**config.mk**
```make
export PLATFORM = sky130hd
export DESIGN_NAME = fir_filter_mc
export DESIGN_NICKNAME = d
export VERILOG_FILES = /design/src/rtl/fir_pkg.sv /design/src/rtl/fir_round_sat.sv /design/src/rtl/fir_filter_mc.sv
export SDC_FILE = /design/constraint.sdc
export NUM_CORES = 2
export LEC_CHECK = 0
export BUFFER_PORTS_ARGS = -buffer_cell sky130_fd_sc_hd__buf_2
export CORE_ASPECT_RATIO = 0.7
export CORE_MARGIN = 1.5
export CORE_UTILIZATION = 60
export CTS_CLUSTER_DIAMETER = 60
export CTS_CLUSTER_SIZE = 40
export DETAILED_ROUTE_END_ITERATION = 10
export GPL_TIMING_DRIVEN = 0
export PLACE_DENSITY = 0.76
export SETUP_SLACK_MARGIN = 0.5
export SYNTH_ARGS = -nofsm -noshare
export SYNTH_HDL_FRONTEND = slang
export SYNTH_SLANG_ARGS = --single-unit
```
**constraint.sdc**
```tcl
create_clock -name clk_in -period 12.15 [get_ports clk_in]
set_input_delay 1.215 -clock clk_in [delete_from_list [all_inputs] [get_ports clk_in]]
set_output_delay 1.215 -clock clk_in [all_outputs]
set_load 0.01 [all_outputs]
```
**src/rtl/fir_pkg.sv**
```systemverilog
// Shared types and constants for the FIR filter family: default taps and the
// sequencer state encoding.
package fir_pkg;

  localparam int unsigned DEFAULT_TAPS = 29;

  localparam int DEFAULT_COEFFS [0:28] = '{
    -1, -2, -3, -5, -6, -5, 0, 10, 25, 45, 67, 90, 110, 123, 128,
    123, 110, 90, 67, 45, 25, 10, 0, -5, -6, -5, -3, -2, -1
  };

  typedef enum logic {
    IDLE,
    MAC
  } state_t;

  // Power-up coefficient for tap k; only the 29-tap build has a default set.
  function automatic int default_coeff(input int unsigned taps, input int unsigned k);
    if (taps == DEFAULT_TAPS && k < DEFAULT_TAPS) begin
      return DEFAULT_COEFFS[k[4:0]];
    end
    return 0;
  endfunction

endpackage

```
**src/rtl/fir_round_sat.sv**
```systemverilog
// Combinational round-half-up and saturate from a wide signed accumulator
// down to a narrower signed sample.
module fir_round_sat #(
  parameter int unsigned IN_W      = 37,
  parameter int unsigned OUT_W     = 16,
  parameter int unsigned FRAC_BITS = 8
) (
  input  logic [IN_W-1:0]  value,
  output logic [OUT_W-1:0] result
);

  // One guard bit so adding the rounding half can never wrap.
  localparam int unsigned SUM_W   = IN_W + 1;
  localparam int unsigned HALF_SH = (FRAC_BITS > 0) ? FRAC_BITS - 1 : 0;
  localparam logic signed [SUM_W-1:0] HALF  = (FRAC_BITS > 0) ? SUM_W'(1) << HALF_SH : '0;
  localparam logic signed [SUM_W-1:0] MAX_V = {{(SUM_W - OUT_W + 1){1'b0}}, {(OUT_W - 1){1'b1}}};
  localparam logic signed [SUM_W-1:0] MIN_V = ~MAX_V;

  logic signed [SUM_W-1:0] sum;
  logic signed [SUM_W-1:0] shifted;

  always_comb begin
    sum     = $signed({value[IN_W-1], value}) + HALF;
    shifted = sum >>> FRAC_BITS;
    if (shifted > MAX_V) begin
      result = MAX_V[OUT_W-1:0];
    end else if (shifted < MIN_V) begin
      result = MIN_V[OUT_W-1:0];
    end else begin
      result = shifted[OUT_W-1:0];
    end
  end

endmodule

```
**src/rtl/fir_filter_mc.sv**
```systemverilog
// Reprogrammable multi-cycle FIR: one multiply-accumulate per clock over a
// circular sample history, rounded and saturated back to the sample width.
module fir_filter_mc
  import fir_pkg::*;
#(
  parameter int unsigned WIDTH       = 16,
  parameter int unsigned COEFF_WIDTH = 16,
  parameter int unsigned TAPS        = 29,
  parameter int unsigned FRAC_BITS   = 8
) (
  input  logic                     clk_in,
  input  logic                     rst_in,
  input  logic [WIDTH-1:0]         audio_in,
  input  logic                     valid_in,
  output logic                     in_ready,
  output logic [WIDTH-1:0]         filtered_audio,
  output logic                     data_ready,
  output logic                     overrun,
  input  logic                     coeff_we,
  input  logic [$clog2(TAPS)-1:0]  coeff_addr,
  input  logic [COEFF_WIDTH-1:0]   coeff_data
);

  localparam int unsigned AW     = $clog2(TAPS);
  localparam int unsigned PROD_W = WIDTH + COEFF_WIDTH;
  localparam int unsigned ACC_W  = PROD_W + AW;
  localparam logic [AW-1:0] LAST_TAP = AW'(TAPS - 1);

  state_t state_q, state_d;
  logic   accept_c, mac_c, last_c, coeff_wr_c;

  logic [AW-1:0] wr_ptr_q, tap_q, rd_idx_c;
  logic signed [WIDTH-1:0]       hist_q [TAPS];
  logic [COEFF_WIDTH-1:0]        coeff_q [TAPS];
  logic [COEFF_WIDTH-1:0]        coeff_dflt [TAPS];
  logic signed [COEFF_WIDTH-1:0] coeff_rd_c;
  logic signed [PROD_W-1:0]      prod_c;
  logic signed [ACC_W-1:0]       acc_q, acc_next_c;
  logic [WIDTH-1:0]              result_c;

  // Coefficients are stored XOR-ed with the default set, so all-zero power-up
  // storage reads back as the defaults and reset never has to touch them.
  for (genvar k = 0; k < TAPS; k++) begin : g_dflt
    assign coeff_dflt[k] = COEFF_WIDTH'(default_coeff(TAPS, k));
  end

  always_ff @(posedge clk_in) begin
    if (rst_in) begin
      state_q <= IDLE;
    end else begin
      state_q <= state_d;
    end
  end

  always_comb begin
    state_d  = state_q;
    accept_c = 1'b0;
    mac_c    = 1'b0;
    last_c   = 1'b0;
    case (state_q)
      IDLE: begin
        if (valid_in) begin
          accept_c = 1'b1;
          state_d  = MAC;
        end
      end
      MAC: begin
        mac_c = 1'b1;
        if (tap_q == LAST_TAP) begin
          last_c  = 1'b1;
          state_d = IDLE;
        end
      end
      default: state_d = IDLE;
    endcase
  end

  assign coeff_wr_c = coeff_we && (state_q == IDLE) && !rst_in && (32'(coeff_addr) < TAPS);

  // Tap k pairs with the sample k steps older than the newest one.
  always_comb begin
    if (wr_ptr_q >= tap_q) begin
      rd_idx_c = wr_ptr_q - tap_q;
    end else begin
      rd_idx_c = AW'(TAPS) + wr_ptr_q - tap_q;
    end
    coeff_rd_c = coeff_q[tap_q] ^ coeff_dflt[tap_q];
    prod_c     = PROD_W'(hist_q[rd_idx_c]) * PROD_W'(coeff_rd_c);
    acc_next_c = acc_q + ACC_W'(prod_c);
  end

  fir_round_sat #(
    .IN_W      (ACC_W),
    .OUT_W     (WIDTH),
    .FRAC_BITS (FRAC_BITS)
  ) u_round_sat (
    .value  (acc_next_c),
    .result (result_c)
  );

  always_ff @(posedge clk_in) begin
    if (rst_in) begin
      wr_ptr_q       <= '0;
      tap_q          <= '0;
      acc_q          <= '0;
      hist_q         <= '{default: '0};
      filtered_audio <= '0;
      data_ready     <= 1'b0;
      in_ready       <= 1'b1;
      overrun        <= 1'b0;
    end else begin
      data_ready <= last_c;
      in_ready   <= (state_d == IDLE);
      if (valid_in && !in_ready) begin
        overrun <= 1'b1;
      end
      if (accept_c) begin
        hist_q[wr_ptr_q] <= audio_in;
        acc_q            <= '0;
        tap_q            <= '0;
      end
      if (mac_c) begin
        acc_q <= acc_next_c;
        tap_q <= tap_q + AW'(1);
        if (last_c) begin
          tap_q          <= '0;
          filtered_audio <= result_c;
          wr_ptr_q       <= (wr_ptr_q == LAST_TAP) ? '0 : wr_ptr_q + AW'(1);
        end
      end
    end
  end

  always_ff @(posedge clk_in) begin
    if (coeff_wr_c) begin
      coeff_q[coeff_addr] <= coeff_data ^ coeff_dflt[coeff_addr];
    end
  end

endmodule
```
==> impl_metrics.env <==
export IMPL_fmax_mhz=86.61
export IMPL_die_w_um=366.4
export IMPL_drt_initial_drc_count=7177
export IMPL_grt_setup_unrepaired="false"
export IMPL_io_pins=60
export IMPL_drive_above_1_share=0.1468
export IMPL_min_period_over_period=0.9503
export IMPL_path_clk_slew_ns=0.12
export IMPL_synth_edf_count=464
export IMPL_grt_pass1_wl_mm=270.7
export IMPL_final_max_slew_viol_count=11
export IMPL_viasPerCell=6.397
export IMPL_synth_top_cell_by_area="edfxtp_1"
export IMPL_grt_ovfl_total=0
export IMPL_avgSynthCellArea_sq_um=9.723
export IMPL_drtAntennaViolNets=0
export IMPL_hold_viol=0
export IMPL_startpoint="wr_ptr_q[1]$_SDFFE_PP0P_"
export IMPL_dp_hpwl_mm=134.3
export IMPL_path_delay_family="adder cells"
export IMPL_clk_latency_ns=0.74
export IMPL_post_route_drc_count=0
export IMPL_ys_async_sr_fraction=0
export IMPL_syn_inst=5706
export IMPL_cp_arrival_ns=12.01
export IMPL_numClockSinks=1000
export IMPL_numCtsBuffers=51
export IMPL_wl_mm=183.1
export IMPL_syn_area_sq_um=55480
export IMPL_cts_root_buf="clkbuf_16"
export IMPL_fin_skew_ns=0.1051
export IMPL_hold_class="reg2reg"
export IMPL_fin_nets=6401
export IMPL_crit_top_cell="fa_1"
export IMPL_firstDrtPassIters=9
export IMPL_area_delta_synth_final_pct=12.35
export IMPL_diodes=0
export IMPL_synth_cell_types=85
export IMPL_setup_violations_final=0
export IMPL_ys_flop_type="dfxtp_1"
export IMPL_required_ns=12.62
export IMPL_synth_seq_cells=1000
export IMPL_netlist_area_leader_share=0.2512
export IMPL_antenna_found_initial=3
export IMPL_worst_r2r_cell_count=40
export IMPL_cpPeakStageDelay_ns=0.65
export IMPL_cp_end_kind="flop"
export IMPL_cts_htree_levels=2
export IMPL_grt_pass1_vias=43110
export IMPL_worstPathMaxFanout=10
export IMPL_cts_tree="yes"
export IMPL_r2r_slack_ns=0.60
export IMPL_max_slew_margin_rel=-0.02631
export IMPL_maxCapViolCount=1
export IMPL_io_buffer_count=42
export IMPL_worstSetupPathType="reg2reg"
export IMPL_die_area_sq_um=94330
export IMPL_hold_slack_ns=0.4607
export IMPL_gp_congestion=1.056
export IMPL_synthTopCellsByCount="nand2_1, a21oi_1, dfxtp_1"
export IMPL_grt_max_degree=41
export IMPL_initial_core_util=0.6043
export IMPL_vias=45910
export IMPL_status="finished with violations"
export IMPL_cp_start_kind="flop"
export IMPL_violations="max-capacitance violations, max-slew violations"
export IMPL_rr_startpoint="wr_ptr_q[1]$_SDFFE_PP0P_"
export IMPL_hold_path_end="hist_q[388]$_SDFFE_PP0P_"
export IMPL_synthTopCellsByArea="edfxtp_1, dfxtp_1, fa_1, nand2_1, mux4_2"
export IMPL_syn_num_nets=6207
export IMPL_ys_warn_count=0
export IMPL_yosysMostFrequentCell="nand2_1"
export IMPL_yosysSeqAreaShare=0.4446
export IMPL_die_y_um=257.4
export IMPL_hold_depth=2
export IMPL_layoutNonFillerInstCount=7177
export IMPL_clock_tree_buffer_depth=3
export IMPL_holdBufCountCts=0
export IMPL_worst_pin_slew_ns=1.539
export IMPL_grt_use_total=0.3817
export IMPL_routedWlPerCell_um=25.52
export IMPL_num_rows=93
export IMPL_min_period_ns=11.55
export IMPL_hold_start="hist_q[388]$_SDFFE_PP0P_"
export IMPL_dp_cells=7025
export IMPL_cpMaxStageDelayCell="a21oi_1"
export IMPL_timing_rr_end="filtered_audio[1]$_SDFFE_PP0P_"
export IMPL_crit_buf_inv=13
export IMPL_core_area_sq_um=91810
-- layout by cell type, fill, tap and decap left out, drive strengths merged, types with 6 or more instances in the layout --
cell    instances
mux4          141
mux2            7
buf           210
and4            9
o211ai         15
nand3         187
and3           65
a21oi         592
mux2i          35
nor2b          22
nand2        1485
xnor2          48
nand3b          6
nor2          288
a31oi          15
edfxtp        464
o211a           7
nand2b         26
a32oi          17
clkbuf        362
nand4          17
dfxtp         536
inv           369
or2            99
o21ai          66
o21a           12
nor3           45
nor4            8
a311oi         75
a21o           13
and2           36
xor2           34
fa            321
nor3b          40
a211oi         16
ha            139
clkinv         21
or3            18
-- flip-flops by register name, summed over array words and instances (netlist names), named ones only --
signal,count
state_q,1
wr_ptr_q,5
filtered_audio,16
coeff_q,464
data_ready,1
in_ready,1
hist_q,464
overrun,1
acc_q,37
tap_q,5
-- final cells by class --
class | count | area [sq um]
clock buffer | 52 | 1280
fill | 6938 | 29480
inverter | 352 | 1325
tap | 1235 | 1545
buffer | 380 | 1997
multi-input combinational | 3974 | 29500
timing repair buffer | 141 | 1401
sequential | 1000 | 24670
clock inverter | 43 | 610.6
-- worst reg2reg max path: cells and delay by family (launching register included) --
family	cells	cell delay [ns]
AO/OA/AOI/OAI	9	2.79
XOR/XNOR	1	0.19
adder cells (fa/ha/maj)	10	4.23
buffers and inverters	13	2.05
flip-flops	1	0.42
AND/OR/NAND/NOR	7	1.63
-- cells by family (layout without fill, tap and decap cells) --
family,Yosys count,count (layout),synth area share
adder cells (fa/ha/maj),460,460,0.1472
AO/OA/AOI/OAI,889,889,0.09626
AND/OR/NAND/NOR,2359,2359,0.1830
XOR/XNOR,83,83,0.01371
buffers and inverters,732,968,0.05020
flip-flops,1000,1000,0.4446
multiplexers,183,183,0.06504
-- per-layer routing --
layer / vias up / share of wire / track usage
li1: 19630 / - / -
met1: 22340 / 0.39 / 0.5517
met2: 3363 / 0.41 / 0.5387
met3: 569 / 0.16 / 0.1344
met4: 8 / 0.036 / 0.1189
met5: - / 0.00028 / 0
-- through the flow --
step           cell area [sq um]  worst slack [ns]    util  setup TNS [ns]
3_5_place_dp               58200            -2.672  0.6339          -49.14
2_1_floorplan              55480             1.150       -               0
4_1_cts                    61370            0.5003  0.6685               0
6_report                   62330            0.6044  0.6789               0
5_1_grt                    62330            0.3447  0.6789               0
3_3_place_gp               57230            -2.629  0.6234          -46.87
-- worst max-delay path by stage --
stage | to | slack, ns | cells after the start
6_report | filtered_audio[1]$_SDFFE_PP0P_ | 0.60 | 40
5_1_grt | filtered_audio[1]$_SDFFE_PP0P_ | 0.34 | 42
4_1_cts | filtered_audio[13]$_SDFFE_PP0P_ | 0.50 | 44
3_5_place_dp | filtered_audio[13]$_SDFFE_PP0P_ | -2.67 | 44
3_3_place_gp | filtered_audio[13]$_SDFFE_PP0P_ | -2.63 | 44
2_1_floorplan | filtered_audio[10]$_SDFFE_PP0P_ | 1.15 | 44
-- what timing repair did --
item                                    4_1_cts  5_1_grt
gates resized for setup                     335      260
endpoints found under the setup margin       38       16
gates cloned                                  0        1
buffers inserted                             26       30
pin swaps                                    23       41
Power is not shown: default switching activity piles up to over one toggle a cycle in this logic, so the estimate is an artifact.
